==> src/rtl/cpu_pkg.sv <==
// Shared types and codes for the instruction sequencer.
package cpu_pkg;

  typedef enum logic [2:0] {
    IDLE    = 3'd0,
    FETCH   = 3'd1,
    DECODE  = 3'd2,
    EXECUTE = 3'd3,
    MEM     = 3'd4,
    WB      = 3'd5,
    HALT    = 3'd6
  } state_t;

  localparam logic [1:0] FMT_RALU = 2'b00;
  localparam logic [1:0] FMT_IALU = 2'b01;
  localparam logic [1:0] FMT_MEM  = 2'b10;
  localparam logic [1:0] FMT_CTRL = 2'b11;

  localparam logic [3:0] OP_BR   = 4'h0;
  localparam logic [3:0] OP_JMP  = 4'h1;
  localparam logic [3:0] OP_HALT = 4'hF;

  // True when a control instruction redirects the PC by its immediate.
  function automatic logic ctrlTaken(input logic [3:0] op, input logic flag);
    return ((op == OP_BR) && flag) || (op == OP_JMP);
  endfunction

endpackage

==> src/rtl/cpu_sequencer_if.sv <==
// Host-side handshake and decoded-instruction bus of the sequencer.
interface cpu_sequencer_if #(
  parameter int unsigned PC_WIDTH  = 16,
  parameter int unsigned CNT_WIDTH = 16
);
  logic                 start_i;
  logic [PC_WIDTH-1:0]  start_address_i;
  logic [1:0]           format_i;
  logic [3:0]           opcode_i;
  logic [2:0]           imm_i;
  logic                 alu_branch_i;
  logic [PC_WIDTH-1:0]  pc_o;
  logic                 ir_load_o;
  logic                 reg_write_o;
  logic                 mem_read_o;
  logic                 mem_write_o;
  logic                 wb_sel_o;
  logic                 busy_o;
  logic                 halted_o;
  logic [CNT_WIDTH-1:0] retired_o;

  modport master (
    output start_i, start_address_i, format_i, opcode_i, imm_i, alu_branch_i,
    input  pc_o, ir_load_o, reg_write_o, mem_read_o, mem_write_o, wb_sel_o,
           busy_o, halted_o, retired_o
  );

  modport slave (
    input  start_i, start_address_i, format_i, opcode_i, imm_i, alu_branch_i,
    output pc_o, ir_load_o, reg_write_o, mem_read_o, mem_write_o, wb_sel_o,
           busy_o, halted_o, retired_o
  );
endinterface

==> src/rtl/pc_unit.sv <==
// Next-PC computation: hold, load start address, or advance with optional offset.
module pc_unit #(
  parameter int unsigned PC_WIDTH = 16
) (
  input  logic [PC_WIDTH-1:0] pc,
  input  logic [PC_WIDTH-1:0] startAddress,
  input  logic [2:0]          imm,
  input  logic                loadStart,
  input  logic                advance,
  input  logic                useOffset,
  output logic [PC_WIDTH-1:0] nextPc
);

  logic [PC_WIDTH-1:0] offset;

  // Sign-extend the immediate and select the next PC; arithmetic wraps naturally.
  always_comb begin
    offset = '0;
    nextPc = pc;
    if (useOffset) offset = {{(PC_WIDTH-3){imm[2]}}, imm};
    if (loadStart) nextPc = startAddress;
    else if (advance) nextPc = pc + offset + PC_WIDTH'(1);
  end

endmodule

==> src/rtl/cpu_sequencer.sv <==
// Multi-cycle instruction sequencer: fetch/decode/execute/mem/writeback control.
module cpu_sequencer
  import cpu_pkg::*;
#(
  parameter int unsigned PC_WIDTH  = 16,
  parameter int unsigned CNT_WIDTH = 16
) (
  input  logic           clk,
  input  logic           rst_i,
  cpu_sequencer_if.slave bus
);

  state_t stateQ, stateD;

  logic [1:0]           fmtQ;
  logic [3:0]           opQ;
  logic [2:0]           immQ;
  logic [PC_WIDTH-1:0]  pcQ, nextPc;
  logic [CNT_WIDTH-1:0] retiredQ;

  logic loadStart, advance, useOffset, retireInc, retireClr, capture;
  logic irLoadD, regWriteD, memReadD, memWriteD, wbSelD, busyD, haltedD;
  logic irLoadQ, regWriteQ, memReadQ, memWriteQ, wbSelQ, busyQ, haltedQ;

  // State register.
  always_ff @(posedge clk) begin
    if (rst_i) stateQ <= IDLE;
    else       stateQ <= stateD;
  end

  // Next-state, datapath controls and next Moore outputs.
  always_comb begin
    stateD    = stateQ;
    loadStart = 1'b0;
    advance   = 1'b0;
    useOffset = 1'b0;
    retireInc = 1'b0;
    retireClr = 1'b0;
    capture   = 1'b0;
    case (stateQ)
      IDLE, HALT: begin
        if (bus.start_i) begin
          stateD    = FETCH;
          loadStart = 1'b1;
          retireClr = 1'b1;
        end
      end
      FETCH: stateD = DECODE;
      DECODE: begin
        capture = 1'b1;
        if ((bus.format_i == FMT_CTRL) && (bus.opcode_i == OP_HALT)) begin
          stateD    = HALT;
          retireInc = 1'b1;
        end else begin
          stateD = EXECUTE;
        end
      end
      EXECUTE: begin
        case (fmtQ)
          FMT_MEM:  stateD = MEM;
          FMT_CTRL: begin
            stateD    = FETCH;
            advance   = 1'b1;
            useOffset = ctrlTaken(opQ, bus.alu_branch_i);
            retireInc = 1'b1;
          end
          default:  stateD = WB;
        endcase
      end
      MEM: begin
        if (opQ[0]) begin
          stateD    = FETCH;
          advance   = 1'b1;
          retireInc = 1'b1;
        end else begin
          stateD = WB;
        end
      end
      WB: begin
        stateD    = FETCH;
        advance   = 1'b1;
        retireInc = 1'b1;
      end
      default: stateD = IDLE;
    endcase

    // Outputs for the state being entered; MEM/WB only follow EXECUTE, so fields are latched.
    irLoadD   = (stateD == DECODE);
    regWriteD = (stateD == WB);
    memReadD  = (stateD == MEM) && !opQ[0];
    memWriteD = (stateD == MEM) && opQ[0];
    wbSelD    = (stateD == WB) && (fmtQ == FMT_MEM) && !opQ[0];
    busyD     = (stateD != IDLE) && (stateD != HALT);
    haltedD   = (stateD == HALT);
  end

  pc_unit #(.PC_WIDTH(PC_WIDTH)) uPcUnit (
    .pc           (pcQ),
    .startAddress (bus.start_address_i),
    .imm          (immQ),
    .loadStart    (loadStart),
    .advance      (advance),
    .useOffset    (useOffset),
    .nextPc       (nextPc)
  );

  // PC, retired counter, latched instruction fields and registered outputs.
  always_ff @(posedge clk) begin
    if (rst_i) begin
      pcQ       <= '0;
      retiredQ  <= '0;
      fmtQ      <= '0;
      opQ       <= '0;
      immQ      <= '0;
      irLoadQ   <= 1'b0;
      regWriteQ <= 1'b0;
      memReadQ  <= 1'b0;
      memWriteQ <= 1'b0;
      wbSelQ    <= 1'b0;
      busyQ     <= 1'b0;
      haltedQ   <= 1'b0;
    end else begin
      pcQ <= nextPc;
      if (retireClr)      retiredQ <= '0;
      else if (retireInc) retiredQ <= retiredQ + CNT_WIDTH'(1);
      if (capture) begin
        fmtQ <= bus.format_i;
        opQ  <= bus.opcode_i;
        immQ <= bus.imm_i;
      end
      irLoadQ   <= irLoadD;
      regWriteQ <= regWriteD;
      memReadQ  <= memReadD;
      memWriteQ <= memWriteD;
      wbSelQ    <= wbSelD;
      busyQ     <= busyD;
      haltedQ   <= haltedD;
    end
  end

  // Side-effect strobes are suppressed in the reset cycle itself so an aborted access never fires.
  assign bus.pc_o        = pcQ;
  assign bus.retired_o   = retiredQ;
  assign bus.ir_load_o   = irLoadQ;
  assign bus.reg_write_o = regWriteQ & ~rst_i;
  assign bus.mem_read_o  = memReadQ & ~rst_i;
  assign bus.mem_write_o = memWriteQ & ~rst_i;
  assign bus.wb_sel_o    = wbSelQ;
  assign bus.busy_o      = busyQ;
  assign bus.halted_o    = haltedQ;

endmodule

==> src/flat_wrapper.sv <==
// flat-port wrapper written by rule: the top's interface ports become plain ports
module cpu_sequencer_flat import cpu_pkg::*;
#(
  parameter int unsigned PC_WIDTH  = 16,
  parameter int unsigned CNT_WIDTH = 16
)
  (clk, rst_i, bus_start_i, bus_start_address_i, bus_format_i, bus_opcode_i, bus_imm_i, bus_alu_branch_i, bus_pc_o, bus_ir_load_o, bus_reg_write_o, bus_mem_read_o, bus_mem_write_o, bus_wb_sel_o, bus_busy_o, bus_halted_o, bus_retired_o);
  cpu_sequencer_if #(.PC_WIDTH(PC_WIDTH), .CNT_WIDTH(CNT_WIDTH)) bus_i ();
  input  logic clk;
  input  logic rst_i;
  input wire logic [$bits(bus_i.start_i)-1:0] bus_start_i;
  input wire logic [$bits(bus_i.start_address_i)-1:0] bus_start_address_i;
  input wire logic [$bits(bus_i.format_i)-1:0] bus_format_i;
  input wire logic [$bits(bus_i.opcode_i)-1:0] bus_opcode_i;
  input wire logic [$bits(bus_i.imm_i)-1:0] bus_imm_i;
  input wire logic [$bits(bus_i.alu_branch_i)-1:0] bus_alu_branch_i;
  output wire logic [$bits(bus_i.pc_o)-1:0] bus_pc_o;
  output wire logic [$bits(bus_i.ir_load_o)-1:0] bus_ir_load_o;
  output wire logic [$bits(bus_i.reg_write_o)-1:0] bus_reg_write_o;
  output wire logic [$bits(bus_i.mem_read_o)-1:0] bus_mem_read_o;
  output wire logic [$bits(bus_i.mem_write_o)-1:0] bus_mem_write_o;
  output wire logic [$bits(bus_i.wb_sel_o)-1:0] bus_wb_sel_o;
  output wire logic [$bits(bus_i.busy_o)-1:0] bus_busy_o;
  output wire logic [$bits(bus_i.halted_o)-1:0] bus_halted_o;
  output wire logic [$bits(bus_i.retired_o)-1:0] bus_retired_o;
  assign bus_i.start_i = bus_start_i;
  assign bus_i.start_address_i = bus_start_address_i;
  assign bus_i.format_i = bus_format_i;
  assign bus_i.opcode_i = bus_opcode_i;
  assign bus_i.imm_i = bus_imm_i;
  assign bus_i.alu_branch_i = bus_alu_branch_i;
  assign bus_pc_o = bus_i.pc_o;
  assign bus_ir_load_o = bus_i.ir_load_o;
  assign bus_reg_write_o = bus_i.reg_write_o;
  assign bus_mem_read_o = bus_i.mem_read_o;
  assign bus_mem_write_o = bus_i.mem_write_o;
  assign bus_wb_sel_o = bus_i.wb_sel_o;
  assign bus_busy_o = bus_i.busy_o;
  assign bus_halted_o = bus_i.halted_o;
  assign bus_retired_o = bus_i.retired_o;
  cpu_sequencer #(.PC_WIDTH(PC_WIDTH), .CNT_WIDTH(CNT_WIDTH)) u_core (.clk(clk), .rst_i(rst_i), .bus(bus_i));
endmodule
==> config.mk <==
export PLATFORM = sky130hd
export DESIGN_NAME = cpu_sequencer_flat
export DESIGN_NICKNAME = d
export VERILOG_FILES = /design/src/rtl/cpu_pkg.sv /design/src/rtl/cpu_sequencer_if.sv /design/src/rtl/pc_unit.sv /design/src/rtl/cpu_sequencer.sv /design/src/flat_wrapper.sv
export SDC_FILE = /design/constraint.sdc
export NUM_CORES = 1
export LEC_CHECK = 0
export BUFFER_PORTS_ARGS = -buffer_cell sky130_fd_sc_hd__buf_2
export CAP_MARGIN = 20
export CORE_UTILIZATION = 25
export DETAILED_ROUTE_END_ITERATION = 10
export GPL_ROUTABILITY_DRIVEN = 0
export GPL_TIMING_DRIVEN = 0
export PLACE_DENSITY = 0.51
export SLEW_MARGIN = 20
export SYNTH_ARGS = -nofsm -noshare
export SYNTH_HDL_FRONTEND = slang
export SYNTH_SLANG_ARGS = --single-unit
==> constraint.sdc <==
create_clock -name clk -period 3.4 [get_ports clk]
set_input_delay 0.17 -clock clk [delete_from_list [all_inputs] [get_ports clk]]
set_output_delay 0.17 -clock clk [all_outputs]
set_load 0.005 [all_outputs]
==> impl_metrics.toml <==
[power_and_ir_drop]
power.total_mw = 1.54
p_leak_nw = 1.52
pwr_density_cell_nw_per_um2 = 418
p_comb_share_pct = 18.2
clockPowerShare_pct = 38.7
power.internal_mw = 1.10
p_seq_share_pct = 43.1
vdd_drop_max_uv = 189
switchingPower_mw = 0.434
swShare_pct = 28.2

[clock_tree]
clk_path_buf_depth = 2
cts_hold_buffers = 0
htree_levels = 2
clk_pin_slew_ns = 0.08
clock_latency_ns = 0.30
cts_root_buffer = "clkbuf_16"
cts_tree = "built"
clkSinkCount = 51
cts_buffers = 5

[die]
die_height_um = 111
io-pin-count = 68
initial_core_util_pct = 25.7
die_area_um2 = 12200
die_x_um = 111
rows = 39
core-area_um2 = 11500

[sta]
layout_setup_ws_ns = 0.329
max_freq_ghz = 0.326
finalMaxSlewViolations = 0
post-route-min-period_ns = 3.07
period_share_pct = 90.3
setup_violations = 0
slew_headroom_pct = 54.3
finalClockSkew_ns = 0.0104
hold_viol = 0
worstMarginPinSlew_ns = 0.685

[cells_and_area]
drive_above_1_share_pct = 20.8
nets = 488
fin_util_pct = 32.1
syn_to_final_growth_pct = 24.8
diodes = 0

[yosys]
synth.avg_cell_area_um2 = 8.05
synth-seq-area-share_pct = 34.6
synthesis.area_um2 = 2950
synth_edf_count = 0
async_reset_ff_share_pct = 0
synth-main-ff-cell = "dfxtp_1"
synthTopCellsByArea = "dfxtp_1 (35%), ha_1 (6.8%), nand2_1 (5.5%), nor2_1 (5.1%), a21oi_1 (3.6%)"
synth.most_common_cell = "dfxtp_1"
netlist_instances = 366
ys_types = 49
yosys_warnings = 0
synth_seq_cells = 51
synth_nets = 412
synth_top_area_share_pct = 34.6
synth_top_cell_by_area = "dfxtp_1"
synth_common_cells = "dfxtp_1 (51), nand2_1 (43), nor2_1 (40)"

[worst_hold_path]
hold_class = "primary input to register"
hold_depth = 3
min_from = "bus_start_address_i[0]"
hold_end = "u_core.bus.pc_o[0]"

[global_route]
grt.total_usage_pct = 13.6
grt_pass1_wl_um = 13500
grt_overflow = 0
grt_pass1_vias = 2663
grt_antenna_before_repair = 0
grt_max_degree = 18

[setup_path]
r2r_end = "u_core.bus.pc_o[15]"
r2r_cells = 14
path_cells = "buf_2 > nand3b_4 > nor3_2 > and2_4 > buf_4 > buf_12 > ha_1 > a21o_1 > o21ba_2 > nor2_1 > a211oi_1 > o21ai_0 > xnor2_1 > o2bb2ai_1"
crit_type = "register to register"
crit_buf_inv = 3
critPathMaxFanout = 9
cp_top_family = "compound AO/OA/AOI/OAI gates"
start_kind = "register"
r2r_slack_ns = 0.33
cp-end-kind = "register"
crit_required_ns = 3.57
crit_path_top_delay_cell = "dfxtp_1"
cp_slowest_stage_delay_ns = 0.31
worstReg2RegStart = "u_core.stateQ[1]"
cp.arrival_ns = 3.24

[placed_design]
port_buffers = 66
dp_hpwl_um = 6120
dp_slack_ns = -0.220

[run]
maxCapViolCount = 0

[drt]
avgRoutedWirePerCell_um = 13.9
ant_nets = 0
drt_iter0_markers = 117
drt-vias-per-instance = 4.72
vias = 2768
firstDrtPassIters = 5
drc_errors = 0
wl_um = 8130

[status]
status = "finished clean"
[per-layer routing]
metal	up-vias	GRT usage, %	share of wire (%)
met2	45	24.0	49
met1	1276	17.1	47
met3	4	2.20	3.2
met5	-	0	0
li1	1443	-	-
met4	0	3.20	0.95
[worst max-delay path by stage]
stage | start | endpoint | slack, ns | cells after the start
floorplan | u_core.stateQ[2] | u_core.bus.pc_o[12] | 0.42 | 12
global placement | u_core.opQ[3] | u_core.bus.pc_o[14] | -0.18 | 12
detailed placement | u_core.stateQ[0] | u_core.bus.pc_o[11] | -0.22 | 12
CTS | u_core.stateQ[0] | u_core.bus.pc_o[11] | 0.11 | 12
global route | u_core.opQ[3] | u_core.bus.pc_o[14] | -0.001 | 12
finish | u_core.stateQ[1] | u_core.bus.pc_o[15] | 0.33 | 14
[area by class of cell]
type / count / area (um2)
fillers: 1227 / 7790
multi-input cells: 285 / 1820
flip-flops and latches: 51 / 1020
repair buffers: 69 / 365
well taps: 143 / 179
clock buffers: 5 / 125
plain buffers: 19 / 82.6
clock inverters: 3 / 47.5
inverters: 11 / 41.3
[cell families after synthesis]
group | share of synthesized area [%]
xor gates and xnor gates | 5.35
DFF | 34.6
and+or+nand+nor | 25.6
AOI/OAI and AO/OA | 19.7
adders and majority gates | 7.47
muxes | 3.06
buffers and inverters | 4.20
[flip-flops by register name, summed over array words and instances (netlist names), 2 cells and up]
signal and flops:
u_core.fmtQ 2, u_core.immQ 3, u_core.bus.pc_o 16, u_core.bus.retired_o 16
u_core.opQ 4, u_core.stateQ 3
[worst min-delay path, delay by kind of cell]
family | cells | cell delay [ns]
buf+inv | 1 | 0.10
compound gates | 1 | 0.05
simple gates | 1 | 0.04
[cells in the final DEF (no fill, tap or decap), drive strengths merged, types with 2 or more instances in the layout]
cell      n
a21o      4
buf      76
nor4      2
o21ba     2
and3      4
xnor2    12
o21ai    22
a31oi     3
a311oi    2
nand4     3
o31ai     2
or3      11
nor3     18
nand2b    4
a211oi    6
mux2i     9
nor2b    14
clkbuf   17
o21a      6
o22ai     3
o211ai    3
nor2     40
nand2    43
xor2      6
nand3     9
nor3b     2
a2111oi   4
o221ai    2
inv      12
o21bai    2
a21oi    22
dfxtp    51
ha       16
[through the flow]
step,hold slack [ns],area (um2),setup TNS [ns],std cells
after detailed placement,0.418,3460,-1.05,575
after CTS,0.109,3630,0,583
final,0.106,3680,0,586
after global routing,0.121,3680,-0.00134,586
after global placement,0.414,3460,-0.687,575
after floorplan,0.306,2950,0,366
[what timing repair did]
item	CTS	global route
gates cloned	0	0
setup buffers	0	3
gates resized for setup	2	3
pin swaps	0	1
endpoints found under the setup margin	7	6
[power by group through the flow]
stage               Combinational (mW)  Sequential, mW  Clock (mW)
floorplan                        0.184           0.673           0
global placement                 0.275           0.676           0
detailed placement               0.280           0.677           0
CTS                              0.280           0.663       0.611
global route                     0.317           0.667       0.632
finish                           0.279           0.662       0.595
Power figures use the tool's default switching activity.
